## src/rtl/regf_fifo_ctrl.sv

```systemverilog
// ---------------------------------------------------------------------------
// regf_fifo_ctrl
//
// Circular-buffer controller that runs an external one-write/one-read
// register file as a FIFO. It owns the write/read pointers, gates the
// regfile enables, tracks occupancy and flags the cycle in which the
// regfile read data is valid. Read data goes straight from the regfile
// to the consumer; this block never sees it.
//
// Build option:
//   REGF_FIFO_ERR_EN  when defined, builds sticky overflow/underflow flags
//                     (ovf/udf) cleared by err_clr. When undefined, ovf/udf
//                     are tied low and err_clr is ignored. The ports exist
//                     in both builds.
//
// Parameters:
//   ADDR_WIDTH   regfile address width, FIFO depth = 2**ADDR_WIDTH
//   DATA_WIDTH   word width passed through to the regfile write data
//
// Ports:
//   clk          clock, all state on the rising edge
//   rst          asynchronous active-high reset
//   wr_en        producer push request
//   wr_data      word to push
//   full         level == DEPTH
//   rd_en        consumer pop request
//   rd_valid     regfile read data valid this cycle (registered)
//   empty        level == 0
//   level        occupancy, 0..DEPTH
//   regf_addr_w  regfile write address (write pointer)
//   regf_data_w  regfile write data (equals wr_data)
//   regf_we      regfile write enable
//   regf_addr_r  regfile read address (read pointer)
//   regf_rd      regfile read enable
//   err_clr      clears the sticky error flags
//   ovf          sticky: push attempted while full
//   udf          sticky: pop attempted while empty
// ---------------------------------------------------------------------------
module regf_fifo_ctrl #(
  parameter int unsigned ADDR_WIDTH = 3,
  parameter int unsigned DATA_WIDTH = 8
) (
  input  logic                  clk,
  input  logic                  rst,
  input  logic                  wr_en,
  input  logic [DATA_WIDTH-1:0] wr_data,
  output logic                  full,
  input  logic                  rd_en,
  output logic                  rd_valid,
  output logic                  empty,
  output logic [ADDR_WIDTH:0]   level,
  output logic [ADDR_WIDTH-1:0] regf_addr_w,
  output logic [DATA_WIDTH-1:0] regf_data_w,
  output logic                  regf_we,
  output logic [ADDR_WIDTH-1:0] regf_addr_r,
  output logic                  regf_rd,
  input  logic                  err_clr,
  output logic                  ovf,
  output logic                  udf
);

  localparam logic [ADDR_WIDTH:0] LEVEL_FULL = (ADDR_WIDTH+1)'(2**ADDR_WIDTH);

  logic [ADDR_WIDTH-1:0] wptr_q,  wptr_d;
  logic [ADDR_WIDTH-1:0] rptr_q,  rptr_d;
  logic [ADDR_WIDTH:0]   level_q, level_d;
  logic                  rd_valid_q, rd_valid_d;

  logic full_w;
  logic empty_w;
  logic wr_acc;
  logic rd_acc;

  // Status decoded from the registered occupancy only, so accept decisions
  // never depend on same-cycle requests from the other side.
  assign full_w  = (level_q == LEVEL_FULL);
  assign empty_w = (level_q == '0);

  // Enables are held off while reset is asserted so the regfile cannot be
  // written or read during an asynchronous reset window.
  assign wr_acc = wr_en & ~full_w  & ~rst;
  assign rd_acc = rd_en & ~empty_w & ~rst;

  // Next-state logic. A read accepted at level >= 1 and a write accepted at
  // level <= DEPTH-1 always target different addresses, so no conflict
  // handling is needed between the two pointers.
  always_comb begin
    wptr_d     = wptr_q;
    rptr_d     = rptr_q;
    level_d    = level_q;
    rd_valid_d = rd_acc;

    if (wr_acc) begin
      wptr_d = wptr_q + ADDR_WIDTH'(1);
    end
    if (rd_acc) begin
      rptr_d = rptr_q + ADDR_WIDTH'(1);
    end

    unique case ({wr_acc, rd_acc})
      2'b10:   level_d = level_q + (ADDR_WIDTH+1)'(1);
      2'b01:   level_d = level_q - (ADDR_WIDTH+1)'(1);
      default: level_d = level_q;
    endcase
  end

  always_ff @(posedge clk or posedge rst) begin
    if (rst) begin
      wptr_q     <= '0;
      rptr_q     <= '0;
      level_q    <= '0;
      rd_valid_q <= 1'b0;
    end else begin
      wptr_q     <= wptr_d;
      rptr_q     <= rptr_d;
      level_q    <= level_d;
      rd_valid_q <= rd_valid_d;
    end
  end

`ifdef REGF_FIFO_ERR_EN
  logic ovf_q, ovf_d;
  logic udf_q, udf_d;

  // A set in the same cycle as a clear wins: the new event must not be lost.
  always_comb begin
    ovf_d = (ovf_q & ~err_clr) | (wr_en & full_w);
    udf_d = (udf_q & ~err_clr) | (rd_en & empty_w);
  end

  always_ff @(posedge clk or posedge rst) begin
    if (rst) begin
      ovf_q <= 1'b0;
      udf_q <= 1'b0;
    end else begin
      ovf_q <= ovf_d;
      udf_q <= udf_d;
    end
  end

  assign ovf = ovf_q;
  assign udf = udf_q;
`else
  logic unused_err_clr;

  assign unused_err_clr = err_clr;
  assign ovf            = 1'b0;
  assign udf            = 1'b0;
`endif

  assign full        = full_w;
  assign empty       = empty_w;
  assign level       = level_q;
  assign rd_valid    = rd_valid_q;
  assign regf_addr_w = wptr_q;
  assign regf_data_w = wr_data;
  assign regf_we     = wr_acc;
  assign regf_addr_r = rptr_q;
  assign regf_rd     = rd_acc;

endmodule

```

## config.mk

```make
export PLATFORM = sky130hd
export DESIGN_NAME = regf_fifo_ctrl
export DESIGN_NICKNAME = d
export VERILOG_FILES = /design/src/rtl/regf_fifo_ctrl.sv
export SDC_FILE = /design/constraint.sdc
export NUM_CORES = 1
export LEC_CHECK = 0
export CAP_MARGIN = 20
export CORE_MARGIN = 2
export CORE_UTILIZATION = 42
export DETAILED_ROUTE_END_ITERATION = 10
export PLACE_DENSITY = 0.94
export SYNTH_ARGS = -nofsm -noshare
export SYNTH_HDL_FRONTEND = slang
export SYNTH_SLANG_ARGS = --single-unit
```

## constraint.sdc

```tcl
create_clock -name clk -period 7 [get_ports clk]
set_input_delay 0.7 -clock clk [delete_from_list [all_inputs] [get_ports clk]]
set_output_delay 0.7 -clock clk [all_outputs]
set_load 0.05 [all_outputs]
```

-- After elaboration in Yosys (flattened, before gate mapping)
Cells that the tools add are included.
- flip-flop bits (word level): 11
- input bits: 13
- logic and storage cells: 21
- add/subtract/negate cells: 4
- equal/unequal tests: 3
- muxes and demuxes: 1
- bitwise logic cells: 7
- reductions and logical operators: 2
- operators by type and width (operator ; count):
    $pmux W4 S2 ; 1
    $add A3 B1 Y3 const B ; 2
    $add A4 B1 Y4 const B ; 1
    $and A1 B1 Y1 ; 4
    $eq A4 B4 Y1 const B ; 1
    $logic_not A4 Y1 ; 1
    $sub A4 B1 Y4 const B ; 1
    $not A1 Y1 ; 3
    $eq A2 B1 Y1 const B ; 1
    $eq A2 B2 Y1 const B ; 1
    $reduce_bool A2 Y1 ; 1

-- Logic depth before layout (Yosys ltp)
- depth after elaboration: 6
- gate-level depth with buffers: 8
- mapped depth without buffers: 8

-- Worst setup path after synthesis
OpenSTA, ideal clock, no wires.
- path kind: flip-flop to flip-flop
- start point: register level_q[0] (netlist: level[0])
- end point: register level_q[3] (netlist: level[3])
- setup time: 0.131 ns
- arrival time: 3.285 ns
- required time: 6.869 ns
- path slack: 3.584 ns
- stages on the path, launching flop included: 8
- buffers on the path: 0
- cells stage by stage: dfrtp_1 > nor4_4 > nor3b_2 > ha_1 > ha_1 > or4b_1 > o311ai_1 > o211ai_1
- longest elaborated chain between the ends: 6
- elaborated cells between the ends (all ways): 14
- classes of those cells: add/sub: 2; eq/ne: 3; mux: 1; bitwise: 6; reduce/logical: 2
- RTL lines (what ; line ; source):
    start, declared ; 66 ; logic [ADDR_WIDTH:0] level_q, level_d;
    start signal, assigned ; 116 ; level_q <= level_d;
    $logic_not A4 Y1 * ; 77 ; assign empty_w = (level_q == '0);
    named net empty ; 50 ; output logic empty,
    $not A1 Y1 * ; 82 ; assign rd_acc = rd_en & ~empty_w & ~rst;
    $and A1 B1 Y1 * (2 in series) ; 82 ;
    named net regf_rd ; 56 ; output logic regf_rd,
    $eq A2 B1 Y1 or $eq A2 B2 Y1 (tied branches) ; 100 ; unique case ({wr_acc, rd_acc})
    $pmux W4 S2 or $reduce_bool A2 Y1 (tied branches) ; - ;
Mark *: on every way through the listed nets, which the timed path passes. The rest lies on a longest branch.
A chain may end at the register's enable or synchronous reset.

-- Final worst setup path
- start point: input rst
- end point: output regf_rd
- longest elaborated chain between the ends: 2
- RTL lines (what ; line ; source):
    start, declared ; 44 ; input logic rst,
    $not A1 Y1 ; 82 ;
    $and A1 B1 Y1 ; 82 ;
    end, declared ; 56 ;
Every way passes these cells.

==> out/metrics.csv <==
stage,metric,value,unit
outcome,status,"complete, no violations",
grt,total grt overflow,0,
critical_path,Worst Setup EP,regf_rd,
placement,half-perimeter wire length after placement,998.8,µm
finish,layout filler cell count,134,
logic_synthesis,"FF+latch count, synth",11,
pwr,sw power,0.2581,mW
placement,Post-Place Worst Slack,3749,ps
logic_synthesis,Mapped Cells,66,
critical_path,CP max FO,5,
clock_tree,clk sinks,11,
pwr,sequential fraction of design power,0.284,
routing,DRT Wirelength,1245,µm
floorplanning,area of the die,2135,µm²
grt,first-pass GRT wire length,2104,µm
logic_synthesis,sequential element share of the synthesized area,0.3679,
grt,GRT Util Overall,0.1393,
critical_path,Crit. Startpoint,rst,
logic_synthesis,Yosys top cell by area,dfrtp_1,
finish,multi-input logic area,374.1,µm²
critical_path,CP Capture Type,output port,
placement,GPL Wtd Cong,0.7439,
floorplanning,core region area,1708,µm²
sta,"Slew Viols, Final",0,
logic_synthesis,top-count cell post-synth,dfrtp_1,
sta,Slew HR,0.6623,
pwr,clock share of power,0.085,
sta,max frequency,0.3080,GHz
min_path,min-delay worst type,reg2reg,
sta,Final Hold Vio Count,0,
routing,drt drc,0,
logic_synthesis,"EDFF count, synth",0,
sta,RSZ-0062 raised after global routing,no,
critical_path,Critical Path Source Type,input pin,
routing,DR pass1 iterations,4,
critical_path,R2R Path End,level[3]$_DFFE_PP0P_,
clock_tree,worst-skew pair later-pin latency,260,ps
routing,total number of vias,505,
routing,Vias/cell,4.903,
routing,DR WL/cell,12.09,µm
critical_path,r2r startpoint,level[0]$_DFFE_PP0P_,
clock_tree,"Reg clk slew, reported paths",70,ps
grt,initial antenna violation count,0,
logic_synthesis,post-synthesis cell type count,28,
pwr,Leakage,0.3850,nW
finish,layout cells sized above 1,0.1282,
clock_tree,setup bufs post-CTS,0,
finish,Sequential cell area,275.3,µm²
critical_path,Setup CP Type,in2out,
logic_synthesis,Main synth FF type,dfrtp_1,
sta,Clock Skews,7.754,ps
critical_path,Worst EP arrival,2550,ps
critical_path,most used cell along the critical path,clkdlybuf4s50_1,
logic_synthesis,Mapped Area,748.2,µm²
sta,Setup TNS,0,ps
run,max cap viols,0,
clock_tree,clock root buffer,clkbuf_4,
pwr,Internal,0.2354,mW
floorplanning,# IOs,38,
clock_tree,CTS H-tree depth,1,
floorplanning,Rows,15,
finish,diodes inserted,0,
sta,Slew @ Worst Pin,505.0,ps
placement,IO Port Bufs,18,
logic_synthesis,"top cells by area, synth","dfrtp_1, buf_4, ha_1",
pwr,maximum vdd drop,0.2220,mV
sta,fin crit period,3246,ps
critical_path,worst path required time,6300,ps
logic_synthesis,Synth Warn #,0,
critical_path,cell count of the worst reg-to-reg path,7,
sta,final worst slack,3754,ps
finish,final net count,98,
finish,Layout area overhead,21.57,%
logic_synthesis,Post-synth ARST share,1.000,
pwr,Gate power share,0.631,
critical_path,R2R setup slack,4400,ps
floorplanning,initial core utilization,0.4381,
clock_tree,Max clock buf depth,2,
critical_path,"slowest stage delay, CP",880,ps
pwr,switch share,0.5230,
routing,Iter 0 DRT Violations,3,
critical_path,CP Cell Sequence,"clkdlybuf4s50_1, nor3b_2, clkdlybuf4s50_1",
grt,vias in the first global route,478,
logic_synthesis,commonest cells in the netlist,"dfrtp_1, buf_4, inv_1",
sta,fraction of the cycle the final worst path needs,0.4638,
floorplanning,Die H,46.21,µm
floorplanning,Die Wd,46.21,µm
sta,# setup viols final,0,
clock_tree,TritonCTS clock tree,done,
routing,DRT antenna net count,0,
clock_tree,post-cts resize count,0,
clock_tree,total CTS buffers,3,
logic_synthesis,share of the synthesized area in the top cell type,0.3679,
logic_synthesis,syn_area_per_cell,11.34,µm²
grt,largest net degree at the start of global routing,12,
critical_path,Crit-path slowest cell,clkdlybuf4s50_1,
pwr,PwrDens,542.5,nW/µm²
clock_tree,CTS Hold Bufs,0,
worst min path at each step:
stage               slack [ps]  cells past startpoint                         end                       start
global placement           450                      1  regf_addr_r[2]$_DFFE_PP0P_  regf_addr_r[2]$_DFFE_PP0P_
finish                     470                      1  regf_addr_r[2]$_DFFE_PP0P_  regf_addr_r[2]$_DFFE_PP0P_
floorplan                  550                      1        level[0]$_DFFE_PP0P_                         rst
CTS                        470                      1  regf_addr_r[2]$_DFFE_PP0P_  regf_addr_r[2]$_DFFE_PP0P_
global route               480                      1  regf_addr_r[2]$_DFFE_PP0P_  regf_addr_r[2]$_DFFE_PP0P_
detailed placement         460                      1  regf_addr_r[2]$_DFFE_PP0P_  regf_addr_r[2]$_DFFE_PP0P_
cells by family after synthesis:
group / count (synthesis) / synth area share
other: 1 / 0.005012
flip-flops: 11 / 0.3679
AND/OR/NAND/NOR: 15 / 0.1839
XOR/XNOR: 6 / 0.07023
multiplexers: 4 / 0.06856
buffers and inverters: 17 / 0.1371
adder cells (fa/ha/maj): 6 / 0.1104
AO/OA/AOI/OAI: 6 / 0.05686
power by group through the flow:
stage	registers [mW]	logic, mW	clock network [mW]
finish	0.140	0.311	0.0419
global route	0.145	0.336	0.0465
CTS	0.140	0.314	0.0426
detailed placement	0.141	0.313	0
global placement	0.139	0.305	0
floorplan	0.240	0.131	0
critical path: cells and delay by family:
| family | cells | cell delay, ps |
|---|---|---|
| and+or+nand+nor | 1 | 430 |
| buffers and inverters | 2 | 1410 |
layout make-up:
| cell class | count | share of cell area |
|---|---|---|
| multi-input combinational | 39 | 0.4113 |
| inverter | 6 | 0.02476 |
| timing repair buffer | 18 | 0.1981 |
| sequential | 11 | 0.3026 |
| clock buffer | 4 | 0.02889 |
| tap | 25 | 0.03439 |
stage by stage:
| stage | total power [mW] | hold WS [ps] | utilization | std cells | cell area [µm²] |
|---|---|---|---|---|---|
| 2_1_floorplan | 0.3716 | 552.4 | - | 67 | 752.0 |
| 3_3_place_gp | 0.4434 | 453.8 | 0.5172 | 99 | 883.3 |
| 3_5_place_dp | 0.4544 | 457.8 | 0.5172 | 99 | 883.3 |
| 4_1_cts | 0.4971 | 469.3 | 0.5326 | 103 | 909.6 |
| 5_1_grt | 0.5272 | 480.2 | 0.5326 | 103 | 909.6 |
| 6_report | 0.4934 | 465.1 | 0.5326 | 103 | 909.6 |
state kept, by name (all words and copies together), names as in the netlist:
register,count
regf_addr_w,3
level,4
regf_addr_r,3
rd_valid,1
placed cells by master (no fill, tap or decap), types with 2 or more instances in the layout:
cell	n
nor3b_1	2
a21oi_1	2
xor2_1	5
dfrtp_1	11
nor3_1	2
mux2_4	2
clkdlybuf4s50_1	18
ha_1	5
inv_1	6
conb_1	2
nand2_1	3
clkbuf_4	3
layer usage:
metal  vias up  global-route usage  part of all wire
met5         -                   0                 0
met3         2             0.02745             0.067
met2        24              0.2361              0.51
met4         0             0.06857            0.0064
li1        241                   -                 -
met1       238              0.1655              0.42
No activity file was read; power rests on OpenSTA's default activity.
